### src/rtl/hazard_fwd_ctrl.sv
// Purpose: load-use hazard detection and operand-forwarding select generation for the ID stage.
// Latency: mux_sel_A/B and imm_sel registered (apply the cycle after ID); stall is combinational.
// Backpressure: stall holds ins/PC upstream for exactly one cycle per load-use pair; flush overrides stall.
module hazard_fwd_ctrl #(
    parameter logic [4:0] NOP_OP   = 5'b00000,
    parameter logic [4:0] LOAD_OP  = 5'b10000,
    parameter logic [4:0] STORE_OP = 5'b11111
) (
    input  logic        clk,
    input  logic        rst_n,
    input  logic [23:0] ins,
    input  logic        flush,
    output logic [1:0]  mux_sel_A,
    output logic [1:0]  mux_sel_B,
    output logic        imm_sel,
    output logic [4:0]  RW_dm,
    output logic        stall
);

    typedef enum logic {RUN = 1'b0, LDSTALL = 1'b1} state_t;

    state_t     state;

    // Decoded ID instruction
    logic [4:0] opcode;
    logic [4:0] dst;
    logic [4:0] src_a;
    logic [4:0] src_b;
    logic       writes;
    logic       uses_a;
    logic       uses_b;
    logic       immf;
    logic       is_load;

    // Issue history: h1 is one slot ahead of ID (EX), h2 is DM, h3 is WB.
    // The load flag is only ever consulted in h1, so older slots do not keep it.
    logic       h1_vld, h2_vld, h3_vld;
    logic [4:0] h1_dst, h2_dst, h3_dst;
    logic       h1_ld;

    logic [1:0] fwd_a;
    logic [1:0] fwd_b;
    logic       load_use;
    logic       unused_low;

    // The low nibble of the instruction word belongs to the immediate, not to this block.
    assign unused_low = ^ins[3:0];

    // A history slot supplies a source only if it writes a real register (r0 is hardwired).
    function automatic logic hit(input logic vld, input logic [4:0] hdst, input logic [4:0] src);
        return vld && (hdst != 5'd0) && (hdst == src);
    endfunction

    // Youngest producer wins; an unused source always reads the bank.
    function automatic logic [1:0] fwd_pick(input logic used, input logic m1,
                                            input logic m2, input logic m3);
        logic [1:0] sel;
        sel = 2'b00;
        if (used) begin
            if (m1)      sel = 2'b01;
            else if (m2) sel = 2'b10;
            else if (m3) sel = 2'b11;
        end
        return sel;
    endfunction

    // Field extraction and opcode class decode for the instruction sitting in ID
    always_comb begin
        opcode  = ins[23:19];
        dst     = ins[18:14];
        src_a   = ins[13:9];
        src_b   = ins[8:4];
        writes  = (opcode != NOP_OP) && (opcode != STORE_OP);
        uses_a  = (opcode != NOP_OP);
        uses_b  = !opcode[4] || (opcode == STORE_OP);
        immf    = opcode[4] && (opcode != STORE_OP);
        is_load = (opcode == LOAD_OP);
    end

    // Forwarding selects and load-use detection against the current history
    always_comb begin
        fwd_a    = fwd_pick(uses_a, hit(h1_vld, h1_dst, src_a), hit(h2_vld, h2_dst, src_a),
                            hit(h3_vld, h3_dst, src_a));
        fwd_b    = fwd_pick(uses_b, hit(h1_vld, h1_dst, src_b), hit(h2_vld, h2_dst, src_b),
                            hit(h3_vld, h3_dst, src_b));
        load_use = (state == RUN) && h1_ld &&
                   ((uses_a && hit(h1_vld, h1_dst, src_a)) ||
                    (uses_b && hit(h1_vld, h1_dst, src_b)));
    end

    assign stall = load_use & ~flush;
    assign RW_dm = h2_vld ? h2_dst : 5'd0;

    // History shift, registered selects and the RUN/LDSTALL state; a kill or a stall inserts a bubble
    always_ff @(posedge clk or negedge rst_n) begin
        if (!rst_n) begin
            state     <= RUN;
            h1_vld    <= 1'b0;
            h1_dst    <= 5'd0;
            h1_ld     <= 1'b0;
            h2_vld    <= 1'b0;
            h2_dst    <= 5'd0;
            h3_vld    <= 1'b0;
            h3_dst    <= 5'd0;
            mux_sel_A <= 2'b00;
            mux_sel_B <= 2'b00;
            imm_sel   <= 1'b0;
        end else begin
            h3_vld <= h2_vld;
            h3_dst <= h2_dst;
            h2_vld <= h1_vld;
            h2_dst <= h1_dst;
            if (flush || load_use) begin
                h1_vld    <= 1'b0;
                h1_dst    <= 5'd0;
                h1_ld     <= 1'b0;
                mux_sel_A <= 2'b00;
                mux_sel_B <= 2'b00;
                imm_sel   <= 1'b0;
                // A kill abandons any pending load-use wait; a stall leaves the load one slot older
                state     <= flush ? RUN : LDSTALL;
            end else begin
                h1_vld    <= writes;
                h1_dst    <= dst;
                h1_ld     <= is_load;
                mux_sel_A <= fwd_a;
                mux_sel_B <= fwd_b;
                imm_sel   <= immf;
                state     <= RUN;
            end
        end
    end

endmodule

### config.mk
export PLATFORM = sky130hd
export DESIGN_NAME = hazard_fwd_ctrl
export DESIGN_NICKNAME = d
export VERILOG_FILES = /design/src/rtl/hazard_fwd_ctrl.sv
export SDC_FILE = /design/constraint.sdc
export NUM_CORES = 1
export LEC_CHECK = 0
export BUFFER_PORTS_ARGS = -buffer_cell sky130_fd_sc_hd__buf_4
export CAP_MARGIN = 10
export CORE_MARGIN = 3
export CORE_UTILIZATION = 54
export CTS_CLUSTER_DIAMETER = 30
export CTS_CLUSTER_SIZE = 24
export DETAILED_ROUTE_END_ITERATION = 7
export PLACE_DENSITY_LB_ADDON = 0.25
export SLEW_MARGIN = 10
export SYNTH_ARGS = -nofsm -noshare
export SYNTH_HDL_FRONTEND = slang
export SYNTH_SLANG_ARGS = --single-unit
### constraint.sdc
create_clock -name clk -period 4.55 [get_ports clk]
set_input_delay 0.2275 -clock clk [delete_from_list [all_inputs] [get_ports clk]]
set_output_delay 0.2275 -clock clk [all_outputs]
set_load 0.02 [all_outputs]
======== Word-level counts from Yosys, hierarchy flattened ========
Cells that the tools add are included.
word-level totals
  flip-flop bits (word level) ............. 25
  output and inout bits ................... 11
  word-level logic and storage cells ...... 63
operators by class
  equality and inequality tests ........... 9
  mux-type cells .......................... 17
  bitwise operators ....................... 3
  reductions and logical operators ........ 23
operators by type and width
  operator              count
  $eq A5 B5 Y1          6
  $mux W2               10
  $reduce_bool A5 Y1    4
  $logic_and A1 B1 Y1   15
  $eq A5 B5 Y1 const B  2
  $mux W5               2
  $mux W1               5
  $ne A5 B5 Y1 const B  1
  $logic_or A1 B1 Y1    3
  $not A1 Y1            2
  $and A1 B1 Y1         1
  $logic_not A1 Y1      1

======== Logic depth before layout (Yosys ltp) ========
  depth after elaboration ................. 8
  gate-level depth with buffers ........... 6
  gate-level depth less buffers ........... 5

======== Worst setup path after synthesis ========
Ideal clock, no wire load.
  path type ............................... register to register
  start point ............................. register h1_dst[1]
  end point ............................... register state
  setup time .............................. 247 ps
  arrival time ............................ 2343 ps
  path slack .............................. 1960 ps
  cell stages (with the launch flop) ...... 6
  path buffers ............................ 0
  period minus slack after synthesis ...... 2590 ps
  cells stage by stage .................... dfrtp_1 or4_1 o21ai_2 nor4_1 nand2_1 a2111oi_0
on the way
  cells in the longest elaborated chain, start to end .. 8
ends and longest elaborated chain
  element                                 line    text
  from (decl)                             38      logic [4:0] h1_dst, h2_dst, h3_dst;
  from (signal assigned)                  124     h1_dst <= dst;
  $reduce_bool A5 Y1                      51      return vld && (hdst != 5'd0) && (hdst == src);
  $logic_and A1 B1 Y1 (2 in a row)        51
  $logic_and A1 B1 Y1 (on tied branches)  87, 88
  $logic_or A1 B1 Y1 (*)                  87      ((uses_a && hit(h1_vld, h1_dst, src_a)) ||
  $logic_and A1 B1 Y1 (*)                 86      load_use = (state == RUN) && h1_ld &&
  $logic_or A1 B1 Y1 (*)                  113     if (flush || load_use) begin
  $mux W1 (*)                             113
  to (signal assigned)                    121     state <= flush ? RUN : LDSTALL;
  to (decl)                               22      state_t state;
Every way passes the cells marked *; elsewhere a longest branch is shown, timed or not.

======== Worst setup path after layout ========
  start point ............................. register h1_dst[2]
  end point ............................... output port stall
on the way
  cells in the longest elaborated chain, start to end .. 7
ends and longest elaborated chain
  element                                 line    text
  $reduce_bool A5 Y1                      51
  $logic_and A1 B1 Y1 (2 in a row)        51
  $logic_and A1 B1 Y1 (on tied branches)  87, 88
  $logic_or A1 B1 Y1 (*)                  87
  $logic_and A1 B1 Y1 (*)                 86
  $and A1 B1 Y1 (*)                       91      assign stall = load_use & ~flush;
  to (decl)                               17      output logic stall
Marks and branches as above.

==> impl_results.md <==
- Status: completed
- Synth Area in XOR/XNOR: 0.209
- Worst-margin pin slew: 0.692 ns
- Io pins: 38
- Final ANT Viol Nets: 0
- Initial DRC count: 20
- Routed wl met2: 1.33 mm
- Final setup violating endpoints: 0
- Fmax: 0.361 GHz
- Antenna cells: 0
- Largest stage delay, worst path: 0.63 ns
- Drt total wl: 2.66 mm
- Worst-path maximum fanout: 4
- Critical path type: reg -> out
- Main combinational cell family by area after synthesis: XOR/XNOR gates
- Antenna violations before repair: 0
- Setup Skew: 0.00919 ns
- GRT Total Usage: 0.208
- CP top delay family: simple AND/OR/NAND/NOR gates
- Mux cell area share after synthesis: 0
- Number of global-route vias before repair: 987
- Final Hold Vio Count: 0
- Met3 WL post-DR: 176 um
- DR top layer: met4
- Tot Pwr: 418 uW
- CP Data Arrival Time: 2.54 ns
- Clk root buf: clkbuf_4
- Layout Nets: 186
- Standard-cell row count: 16
- Largest net degree at the start of global routing: 26
- Syn Inst Count: 121
- GPL Wtd Cong: 0.909
- Post-detailed-route via-to-cell ratio: 5.36
- Final Max Slew Viols: 0
- Clock Sinks: 25
- Die ar.: 2950 um2
- CORE AREA: 2080 um2
- Final worst path period need: 2.77 ns
- Post-synth cell types: 25
- Postcts setup bufs: 0
- Clk slew on worst S/H paths: 0.13 ns
- Setup_tns: 0 ns
- Leak: 0.717 nW
- Worst Path Buf+Inv: 1
- Wire per inst: 14.4 um
- DRC: 0
- CP Launch Type: register
- Mean post-synth cell area: 10.4 um2
- PortBufs: 33
- HPWL after DPL: 2.14 mm
- DRT Pass-1 Iters: 4
- Die height: 54.3 um
- Met1 Wirelength: 1.11 mm
- Layout cells sized above 1: 0.247
- Fin crit share: 0.608
- Syn Nets: 148
- Worst path cell trace: or4_1 -> o21ai_2 -> nor4_1 -> nand2_1 -> a2111oi_0 -> buf_4
- Grt ovf: 0
- Initial Util: 0.605
- CP endpoint kind: primary output
- Post-Syn Area: 1260 um2
- Post-synthesis simple-gate area fraction: 0.193
- Sequential fraction of the synthesis area: 0.497
- YS warnings: 0
- Max VDD drop: 243 uV
- Critical-path top delay cell: nor4_1
- Chip width: 54.3 um
- TritonCTS clock tree: done
- First-pass GRT wire length: 4.29 mm
- Unrepaired setup endpoints after global routing: no
- Pwr Density: 267 nW/um2
- Count of state elements after synthesis: 25
- Clk buf depth: 2
- Via count: 992
- Data required time of the worst path: 4.32 ns
- Worst Hold Class: in -> reg
- Slew headroom: 0.534
- Synth-to-layout area growth: 24.4%
- Resize count post-CTS: 0
- Clk Latency, worst-skew pair: 0.32 ns
- Maxcap violations: 0
- Synth Area in Compound Gates: 0.0686
- TritonCTS buffer count: 3
- H-Tree Depth: 1
- Adder-Cell Fraction of Synth Area: 0
## cells by family after synthesis
family	Yosys count
AOI/OAI and AO/OA	12
and+or+nand+nor	45
buffers and inverters	9
xor gates and xnor gates	30
DFF	25
## layout make-up
cell class,instances,area [um2]
Tap cell,27,33.8
Sequential cell,25,626
Multi-Input combinational cell,87,592
Fill cell,146,517
Timing Repair Buffer,34,258
Clock buffer,4,26.3
Inverter,8,30.0
## through the flow
| step | util | instances | area, um2 | hold WS, ns | worst slack (ns) |
|---|---|---|---|---|---|
| floorplan | - | 121 | 1260 | -0.0681 | 1.96 |
| global placement | 0.734 | 180 | 1530 | 0.139 | 2.20 |
| detailed placement | 0.734 | 180 | 1530 | 0.141 | 2.16 |
| CTS | 0.752 | 185 | 1570 | 0.0562 | 1.80 |
| global route | 0.752 | 185 | 1570 | 0.0504 | 1.49 |
| finish | 0.752 | 185 | 1570 | 0.0538 | 1.78 |
## cells in the mapped netlist
master     number  share of area
a2111oi_0       1         0.0070
a211oi_2        1         0.0099
a21oi_1         4          0.016
a31o_1          1         0.0070
and2_1          5          0.025
and3_2          1         0.0060
buf_6           1         0.0089
dfrtp_1        25           0.50
inv_1           8          0.024
nand2_1         8          0.024
nand2b_1        3          0.015
nand3_1         5          0.020
nand4_1         1         0.0050
nor2_1          8          0.024
nor2b_1         1         0.0050
nor3_1          1         0.0040
nor4_1          7          0.035
nor4b_1         1         0.0070
o2111ai_1       1         0.0070
o21ai_0         2         0.0080
o21ai_2         1         0.0070
o41ai_1         1         0.0070
or4_1           4          0.024
xnor2_1        23           0.16
xor2_1          7          0.049
## cells in the final DEF, fill, tap and decap left out
master         count
nand3_1            5
or4_1              4
o21ai_0            2
dfrtp_1           25
o2111ai_1          1
nor4_1             7
dlygate4sd3_1      1
a2111oi_0          1
nor2_1             8
and3_2             1
clkbuf_1           1
o41ai_1            1
a21oi_1            4
nor2b_1            1
and2_1             5
xnor2_1           23
a211oi_2           1
nand2_1            8
buf_4             33
clkbuf_4           3
xor2_1             7
nand2b_1           3
inv_1              8
a31o_1             1
nor4b_1            1
o21ai_2            1
nand4_1            1
nor3_1             1
## registers in the layout, summed over array words and instances, names as in the netlist
| name | cells |
|---|---|
| h1_dst | 5 |
| h2_dst | 5 |
| h3_vld | 1 |
| h1_ld | 1 |
| h3_dst | 5 |
| h1_vld | 1 |
| imm_sel | 1 |
| mux_sel_A | 2 |
| state | 1 |
| mux_sel_B | 2 |
| h2_vld | 1 |
## power by group
| part | switching [mW] | internal (mW) |
|---|---|---|
| Combinational | 0.0377 | 0.0396 |
| Sequential | 0.0109 | 0.232 |
| Clock | 0.0641 | 0.0343 |
## metal layers
layer	vias up	GRT usage
met5	-	0
met4	0	0.0871
met3	4	0.0272
met2	35	0.357
met1	466	0.262
li1	487	-
## final timing paths
check                      slack [ns]       from      endpoint  cells past startpoint
max                              1.78  h1_dst[2]         stall                      6
min                              0.05      flush  mux_sel_A[1]                      2
min reg2reg                      0.42     h1_vld        h2_vld                      0
max reg2reg                      2.42  h1_dst[2]         state                      5
min in group asynchronous        0.32      rst_n     h3_dst[2]                      2
max in group asynchronous        3.99      rst_n     h1_dst[4]                      2
## timing repair
action / CTS / global route
setup endpoints to repair: 0 / 0
endpoints found under the hold margin: 25 / 0
hold buffers: 1 / 0
Note: power is estimated with default switching activity, not from simulation.
